**config.mk**
```make
export PLATFORM = sky130hd
export DESIGN_NAME = bus_scenario_sequencer
export DESIGN_NICKNAME = d
export VERILOG_FILES = /design/src/rtl/bus_seq_pkg.sv /design/src/rtl/scenario_rom.sv /design/src/rtl/bus_scenario_sequencer.sv
export SDC_FILE = /design/constraint.sdc
export NUM_CORES = 1
export LEC_CHECK = 0
export ABC_AREA = 1
export BUFFER_PORTS_ARGS = -buffer_cell sky130_fd_sc_hd__buf_2
export CAP_MARGIN = 20
export CORE_ASPECT_RATIO = 0.7
export CORE_MARGIN = 2
export CORE_UTILIZATION = 55
export DETAILED_ROUTE_END_ITERATION = 10
export PLACE_DENSITY = 0.8
export SETUP_SLACK_MARGIN = 0.3
export SLEW_MARGIN = 20
export SYNTH_ARGS = -nofsm -noshare
export SYNTH_HDL_FRONTEND = slang
export SYNTH_HIERARCHICAL = 1
export SYNTH_SLANG_ARGS = --single-unit
```
**constraint.sdc**
```tcl
create_clock -name clk -period 3.2 [get_ports clk]
set_input_delay 0.48 -clock clk [delete_from_list [all_inputs] [get_ports clk]]
set_output_delay 0.48 -clock clk [all_outputs]
set_load 0.02 [all_outputs]
```
**src/rtl/bus_seq_pkg.sv**
```systemverilog
// Shared types for the bus scenario sequencer: FSM state encoding and the
// per-step scenario descriptor, plus a constructor used by the scenario table.
package bus_seq_pkg;

  localparam int SEQ_NUM_MASTERS = 2;
  localparam int SEQ_ADDR_W      = 14;
  localparam int SEQ_DATA_W      = 8;
  localparam int SEQ_BURST_W     = 3;
  localparam int SEQ_SCEN_W      = 5;
  localparam int SEQ_MAX_STEPS   = 8;
  localparam int SEQ_STEP_W      = $clog2(SEQ_MAX_STEPS);
  localparam int GAP_W           = 8;

  typedef enum logic [2:0] {
    ST_IDLE  = 3'd0,
    ST_LOAD  = 3'd1,
    ST_GAP   = 3'd2,
    ST_ISSUE = 3'd3,
    ST_WAIT  = 3'd4,
    ST_DONE  = 3'd5
  } state_e;

  typedef struct packed {
    logic                       last;
    logic [SEQ_NUM_MASTERS-1:0] mask;
    logic                       read;
    logic [SEQ_BURST_W-1:0]     burst;
    logic [SEQ_ADDR_W-1:0]      addr;
    logic [SEQ_DATA_W-1:0]      data;
    logic [GAP_W-1:0]           gap;
  } step_desc_t;

  function automatic step_desc_t mk_desc(
    input logic                       last,
    input logic [SEQ_NUM_MASTERS-1:0] mask,
    input logic                       read,
    input logic [SEQ_BURST_W-1:0]     burst,
    input logic [SEQ_ADDR_W-1:0]      addr,
    input logic [SEQ_DATA_W-1:0]      data,
    input logic [GAP_W-1:0]           gap
  );
    step_desc_t d;
    d.last  = last;
    d.mask  = mask;
    d.read  = read;
    d.burst = burst;
    d.addr  = addr;
    d.data  = data;
    d.gap   = gap;
    return d;
  endfunction

endpackage

```
**src/rtl/scenario_rom.sv**
```systemverilog
// Combinational scenario table: {scenario, step} -> step descriptor.
// Unprogrammed entries end the scenario immediately without driving any master.
module scenario_rom
  import bus_seq_pkg::*;
(
  input  logic [SEQ_SCEN_W-1:0] scen,
  input  logic [SEQ_STEP_W-1:0] step,
  output step_desc_t            desc
);

  always_comb begin
    desc = mk_desc(1'b1, '0, 1'b0, '0, '0, '0, '0);
    case ({scen, step})
      {5'd1, 3'd0}: desc = mk_desc(1'b1, 2'b01, 1'b0, 3'd0, 14'd1001,  8'd212, 8'd0);
      {5'd2, 3'd0}: desc = mk_desc(1'b0, 2'b00, 1'b0, 3'd0, 14'd0,     8'd0,   8'd2);
      {5'd2, 3'd1}: desc = mk_desc(1'b1, 2'b11, 1'b0, 3'd7, 14'd16383, 8'd255, 8'd0);
      {5'd3, 3'd0}: desc = mk_desc(1'b0, 2'b01, 1'b1, 3'd2, 14'd5012,  8'd0,   8'd0);
      {5'd3, 3'd1}: desc = mk_desc(1'b1, 2'b10, 1'b1, 3'd5, 14'd1001,  8'd0,   8'd8);
      {5'd7, 3'd0}: desc = mk_desc(1'b1, 2'b11, 1'b0, 3'd0, 14'd5097,  8'd102, 8'd0);
      default: ;
    endcase
    // Scenario 4 never sets last, so it runs until the step index saturates.
    if (scen == 5'd4) desc = mk_desc(1'b0, 2'b00, 1'b0, 3'd0, 14'd0, 8'd0, 8'd1);
  end

endmodule

```
**src/rtl/bus_scenario_sequencer.sv**
```systemverilog
// Replays stored multi-step scenarios onto NUM_MASTERS command ports; all outputs registered.
// Each step waits for masked requests to drop; a stuck request aborts the scenario after TIMEOUT cycles.
module bus_scenario_sequencer
  import bus_seq_pkg::*;
#(
  parameter int NUM_MASTERS   = SEQ_NUM_MASTERS,
  parameter int ADDR_W        = SEQ_ADDR_W,
  parameter int DATA_W        = SEQ_DATA_W,
  parameter int BURST_W       = SEQ_BURST_W,
  parameter int SCEN_W        = SEQ_SCEN_W,
  parameter int MAX_STEPS     = SEQ_MAX_STEPS,
  parameter int ENABLE_CYCLES = 3,
  parameter int TIMEOUT       = 255
) (
  input  logic                           clk,
  input  logic                           reset,
  input  logic                           start,
  input  logic [SCEN_W-1:0]              scenario_sel,
  input  logic [NUM_MASTERS-1:0]         m_request,
  output logic [NUM_MASTERS-1:0]         m_enable,
  output logic [NUM_MASTERS-1:0]         m_read_en,
  output logic [NUM_MASTERS*BURST_W-1:0] m_burst_mode,
  output logic [NUM_MASTERS*DATA_W-1:0]  m_data,
  output logic [NUM_MASTERS*ADDR_W-1:0]  m_addr,
  output logic                           busy,
  output logic                           done,
  output logic                           timeout_err,
  output logic [2:0]                     state_out,
  output logic [$clog2(MAX_STEPS)-1:0]   step_out
);

  localparam int STEP_W  = $clog2(MAX_STEPS);
  localparam int CNT_MAX = (TIMEOUT > 255) ? ((TIMEOUT > ENABLE_CYCLES) ? TIMEOUT : ENABLE_CYCLES)
                                           : ((ENABLE_CYCLES > 255) ? ENABLE_CYCLES : 255);
  localparam int CNT_W   = $clog2(CNT_MAX + 1);

  state_e            state, state_d;
  logic [SCEN_W-1:0] scen_q;
  logic [STEP_W-1:0] step_q, step_d;
  logic [CNT_W-1:0]  cnt, cnt_d;
  logic              tmo_d;
  logic              adv;
  step_desc_t        rom_desc, desc_q, desc_src;
  logic              issue_entry, bus_clear;

  scenario_rom u_rom (
    .scen (scen_q),
    .step (step_q),
    .desc (rom_desc)
  );

  // In LOAD the descriptor register is still being written, so decisions use the ROM directly.
  assign desc_src = (state == ST_LOAD) ? rom_desc : desc_q;

  always_comb begin
    state_d = state;
    step_d  = step_q;
    cnt_d   = cnt + CNT_W'(1);
    tmo_d   = timeout_err;
    adv     = 1'b0;
    case (state)
      ST_IDLE: begin
        cnt_d = '0;
        if (start) begin
          state_d = ST_LOAD;
          step_d  = '0;
          tmo_d   = 1'b0;
        end
      end
      ST_LOAD: begin
        cnt_d = '0;
        if (rom_desc.gap != '0)       state_d = ST_GAP;
        else if (rom_desc.mask != '0) state_d = ST_ISSUE;
        else                          adv     = 1'b1;
      end
      ST_GAP: begin
        if (cnt == CNT_W'(desc_q.gap) - CNT_W'(1)) begin
          cnt_d = '0;
          if (desc_q.mask != '0) state_d = ST_ISSUE;
          else                   adv     = 1'b1;
        end
      end
      ST_ISSUE: begin
        if (cnt == CNT_W'(ENABLE_CYCLES - 1)) begin
          cnt_d   = '0;
          state_d = ST_WAIT;
        end
      end
      ST_WAIT: begin
        if ((m_request & desc_q.mask) == '0) begin
          adv = 1'b1;
        end else if (cnt == CNT_W'(TIMEOUT - 1)) begin
          cnt_d   = '0;
          tmo_d   = 1'b1;
          state_d = ST_DONE;
        end
      end
      ST_DONE: begin
        cnt_d   = '0;
        state_d = ST_IDLE;
      end
      default: state_d = ST_IDLE;
    endcase
    if (adv) begin
      cnt_d = '0;
      if (desc_src.last || step_q == STEP_W'(MAX_STEPS - 1)) begin
        state_d = ST_DONE;
      end else begin
        step_d  = step_q + STEP_W'(1);
        state_d = ST_LOAD;
      end
    end
  end

  always_ff @(posedge clk) begin
    if (reset) begin
      state       <= ST_IDLE;
      scen_q      <= '0;
      step_q      <= '0;
      cnt         <= '0;
      desc_q      <= '0;
      timeout_err <= 1'b0;
      m_enable    <= '0;
      busy        <= 1'b0;
      done        <= 1'b0;
    end else begin
      state       <= state_d;
      step_q      <= step_d;
      cnt         <= cnt_d;
      timeout_err <= tmo_d;
      if (state == ST_IDLE && start) scen_q <= scenario_sel;
      if (state == ST_LOAD)          desc_q <= rom_desc;
      m_enable <= (state_d == ST_ISSUE) ? desc_src.mask : '0;
      busy     <= (state_d != ST_IDLE);
      done     <= (state_d == ST_DONE);
    end
  end

  assign state_out = state;
  assign step_out  = step_q;

  // Command fields latch on ISSUE entry and persist through WAIT.
  assign issue_entry = (state_d == ST_ISSUE) && (state != ST_ISSUE);
  assign bus_clear   = (state_d == ST_IDLE) || (state_d == ST_DONE);

  for (genvar i = 0; i < NUM_MASTERS; i++) begin : g_master
    logic               rd_r;
    logic [BURST_W-1:0] burst_r;
    logic [ADDR_W-1:0]  addr_r;
    logic [DATA_W-1:0]  data_r;

    always_ff @(posedge clk) begin
      if (reset || bus_clear) begin
        rd_r    <= 1'b0;
        burst_r <= '0;
        addr_r  <= '0;
        data_r  <= '0;
      end else if (issue_entry) begin
        rd_r    <= desc_src.mask[i] ? desc_src.read : 1'b0;
        burst_r <= desc_src.mask[i] ? desc_src.burst : '0;
        addr_r  <= desc_src.mask[i] ? desc_src.addr + ADDR_W'(i) : '0;
        data_r  <= desc_src.mask[i] ? desc_src.data + DATA_W'(i) : '0;
      end
    end

    assign m_read_en[i]                    = rd_r;
    assign m_burst_mode[i*BURST_W +: BURST_W] = burst_r;
    assign m_addr[i*ADDR_W +: ADDR_W]      = addr_r;
    assign m_data[i*DATA_W +: DATA_W]      = data_r;
  end

endmodule

```
==> results.md <==
- R2R depth: 19
- Launch point of the worst path: step_out[0]
- Slew Limit Fails: 0
- 1st-pass router iterations: 6
- Area Growth Syn to Fin: 13.4%
- CTS clk-pin slew, worst paths: around 0.05 ns
- Antenna fix cells: 0
- Worst-skew pair later-pin latency: approximately 0.4 ns
- Vias: 5,958
- Outcome: completed
- Post-synth top area cell: dfxtp_1
- Max Freq: 0.371 GHz
- Share of the synthesized area in the top cell type: 35.0%
- Leakage power: 3.57 nW
- CP arrival: 3.04 ns
- IO Pins: between 70 and 80
- Share of post-route cells with drive strength above 1: 18.9%
- Mapped Cells: 986
- Critical Path RT: about 3.6 ns
- Total length of routed wires: approximately 15 mm
- # clock sinks: 113
- HP Start: scenario_sel[1]
- Setup CP Type: flop to flop
- I/O Buffers: 72
- Initial Util: 55.7%
- Worst Hold Class: input pin to flop
- Fin cells: between 1,000 and 1,500
- Num CTS Buffers: 17
- Post-synthesis average cell area: approximately 6.6 um^2
- RSZ-0062 raised after global routing: false
- Setup crit end kind: flop
- Global-route usage over all layers: 24.4%
- Post-route ant nets: 0
- Clock Skews: ~0.008 ns
- Drt wl/cell: approximately 12 um
- Die Area: 12,700 um^2
- Largest net degree at the start of global routing: between 50 and 60
- Largest buffer count on any clock path: 2
- Worst Setup Start Kind: flop
- FILL cells: 1,040
- Post-route cell area: 7340 um^2
- Vias in the first global route: 5,351
- # placed instances: 1,167
- Sequential area share after synthesis: 35.0%
- Detailed Route Iter0 Violations: 480
- Core Footprint: 11,600 um^2
- Tmin final: 2.70 ns
- Hold_buf cts: 0
- CTS Root Cell: clkbuf_16
- Nets: around 1,100
- Area of the mapped netlist: between 6000 and 7000 um^2
- Reg2reg start: step_out[0]
- DRC: 0
- GP Congestion: 0.911
- First-pass GRT wire length: 24.7 mm
- CTS tree: done
- Final period util: 84.3%
- Post-DP HPWL: 10.1 mm
- Die Y-Extent: 94.7 um
- Hold path depth: 3
- Vias/cell: between 4 and 5
- Die W: 134 um
- Synth top area cells: dfxtp_1 35%, nand2_1 14%, nor2_1 10%, inv_1 7.4%, nand3_1 6.0%
- Final setup viols: 0
- Max FO, Critical Path: 7
- Post-synthesis sequential element count: 113
- Initial antenna violation count: 0
- Final hold vios: 0
- Area of the multi-input gates: roughly 3300 um^2
- Tightest Pin Transition: 0.691 ns
- Yosys cell types: 40
- IR drop worst, VDD: 0.481 mV
- Placed Area: around 6700 um^2
- Row count: 33
- Pwr dens: approximately 560 nW/um^2
- Worst slack, placed: 0.521 ns
- Aggregate global routing overflow: 0
- Max-cap violations: 0
- Max-slew headroom: 53.7%
- Register area: around 2300 um^2
- Setup TNS: 0 ns
- Final worst slack: about 0.5 ns
- H-tree levels: 4
- Fin util: 63.2%
- Synth warnings: 6
==> area by class of cell <==
cell class,count,share of cell area [%]
Multi-Input combinational cell,681,44.8
Timing Repair Buffer,87,6.96
Tap cell,157,2.68
Clock buffer,26,6.94
Sequential cell,113,30.8
Inverter,133,6.81
Clock inverter,5,1.02
==> path summary, 6_finish.rpt <==
path | to | slack [ns]
max | g_master[1].addr_r[6] | 0.50
max reg2reg | g_master[1].addr_r[6] | 0.50
min reg2reg | cnt[0] | 0.48
min | scen_q[1] | 0.33
==> cell usage after synthesis (all sizes together) <==
cell      n
a21oi    23
and2      1
buf      51
clkbuf   12
conb      1
dfxtp   113
ha        7
inv     133
mux2i     5
nand2   252
nand3    85
nand3b    1
nand4     7
nor2    217
nor2b     1
nor3     17
o211ai    2
o21a      1
o21ai    42
o22ai     1
or2       3
xnor2     4
xor2      7
==> logic make-up after synthesis <==
| kind of cell | Yosys count | synth area share (%) |
|---|---|---|
| and+or+nand+nor | 584 | 40.9 |
| buffers and inverters | 196 | 14.6 |
| DFF | 113 | 35.0 |
| AOI/OAI and AO/OA | 69 | 5.88 |
| xor gates and xnor gates | 11 | 1.49 |
| adders and majority gates | 7 | 1.35 |
| muxes | 5 | 0.774 |
| other | 1 | 0.0580 |
==> cell usage in the layout, fill, tap and decap left out, drive strengths merged <==
cell type / Yosys / layout
nand2: 252 / 252
ha: 7 / 7
or2: 3 / 3
o211ai: 2 / 2
nor3: 17 / 17
nand4: 7 / 7
inv: 133 / 133
o21ai: 42 / 42
nor2: 217 / 217
clkbuf: 12 / 26
o22ai: 1 / 1
o21a: 1 / 1
clkinv: 0 / 3
bufinv: 0 / 2
nand3b: 1 / 1
xnor2: 4 / 4
dfxtp: 113 / 113
and2: 1 / 1
nand3: 85 / 85
a21oi: 23 / 23
conb: 1 / 5
xor2: 7 / 7
mux2i: 5 / 5
nor2b: 1 / 1
buf: 51 / 87
==> routing by layer <==
metal | share of wire [%] | up-vias | GRT usage, %
met1 | 48 | 2635 | 33.4
met2 | 43 | 212 | 38.5
met5 | 0 | - | 0
met4 | 1.4 | 0 | 7.45
met3 | 7.3 | 19 | 5.64
li1 | - | 3092 | -
==> sequential cells by signal (all words and copies together), names as in the netlist <==
register / count
busy: 1
g_master.data_r: 16
desc_q: 37
timeout_err: 1
done: 1
m_enable: 2
state_out: 3
cnt: 8
g_master.burst_r: 6
scen_q: 5
step_out: 3
g_master.rd_r: 2
g_master.addr_r: 28
==> where the power goes <==
| part | total [W] | internal (W) | leakage (nW) | switching, W |
|---|---|---|---|---|
| registers | 0.00150 | 0.00146 | 0.916 | 0.0000336 |
| clock network | 0.00187 | 0.00124 | 0.290 | 0.000632 |
| logic | 0.000743 | 0.000222 | 2.36 | 0.000521 |
| total | 0.00411 | 0.00293 | 3.57 | 0.00119 |
==> through the flow <==
step / hold slack (ns) / total power (W)
after floorplan: 0.441 / 0.00212
after global placement: 0.466 / 0.00222
after detailed placement: 0.473 / 0.00223
after CTS: 0.328 / 0.00411
after global routing: 0.365 / 0.00428
final: 0.330 / 0.00411
==> worst max-delay path: stages, from the launching register on <==
cell     delay [ns]
dfxtp_1        0.41
inv_1          0.07
nand2_1        0.12
nor2_4         0.05
nand2_2        0.10
nand2_4        0.07
nor2_4         0.13
nand2_1        0.21
o21ai_4        0.28
inv_1          0.14
ha_1           0.25
inv_1          0.17
nor3_1         0.10
nand2_1        0.06
nand2_1        0.05
nor2_1         0.10
nand3_1        0.09
nand2_1        0.10
inv_1          0.05
nor2_2         0.07
==> what timing repair did <==
item / 4_1_cts / 5_1_grt
setup endpoints to repair: 0 / 32
setup buffers: 0 / 4
gates resized for setup: 0 / 1
Power figures use the tool's default switching activity.
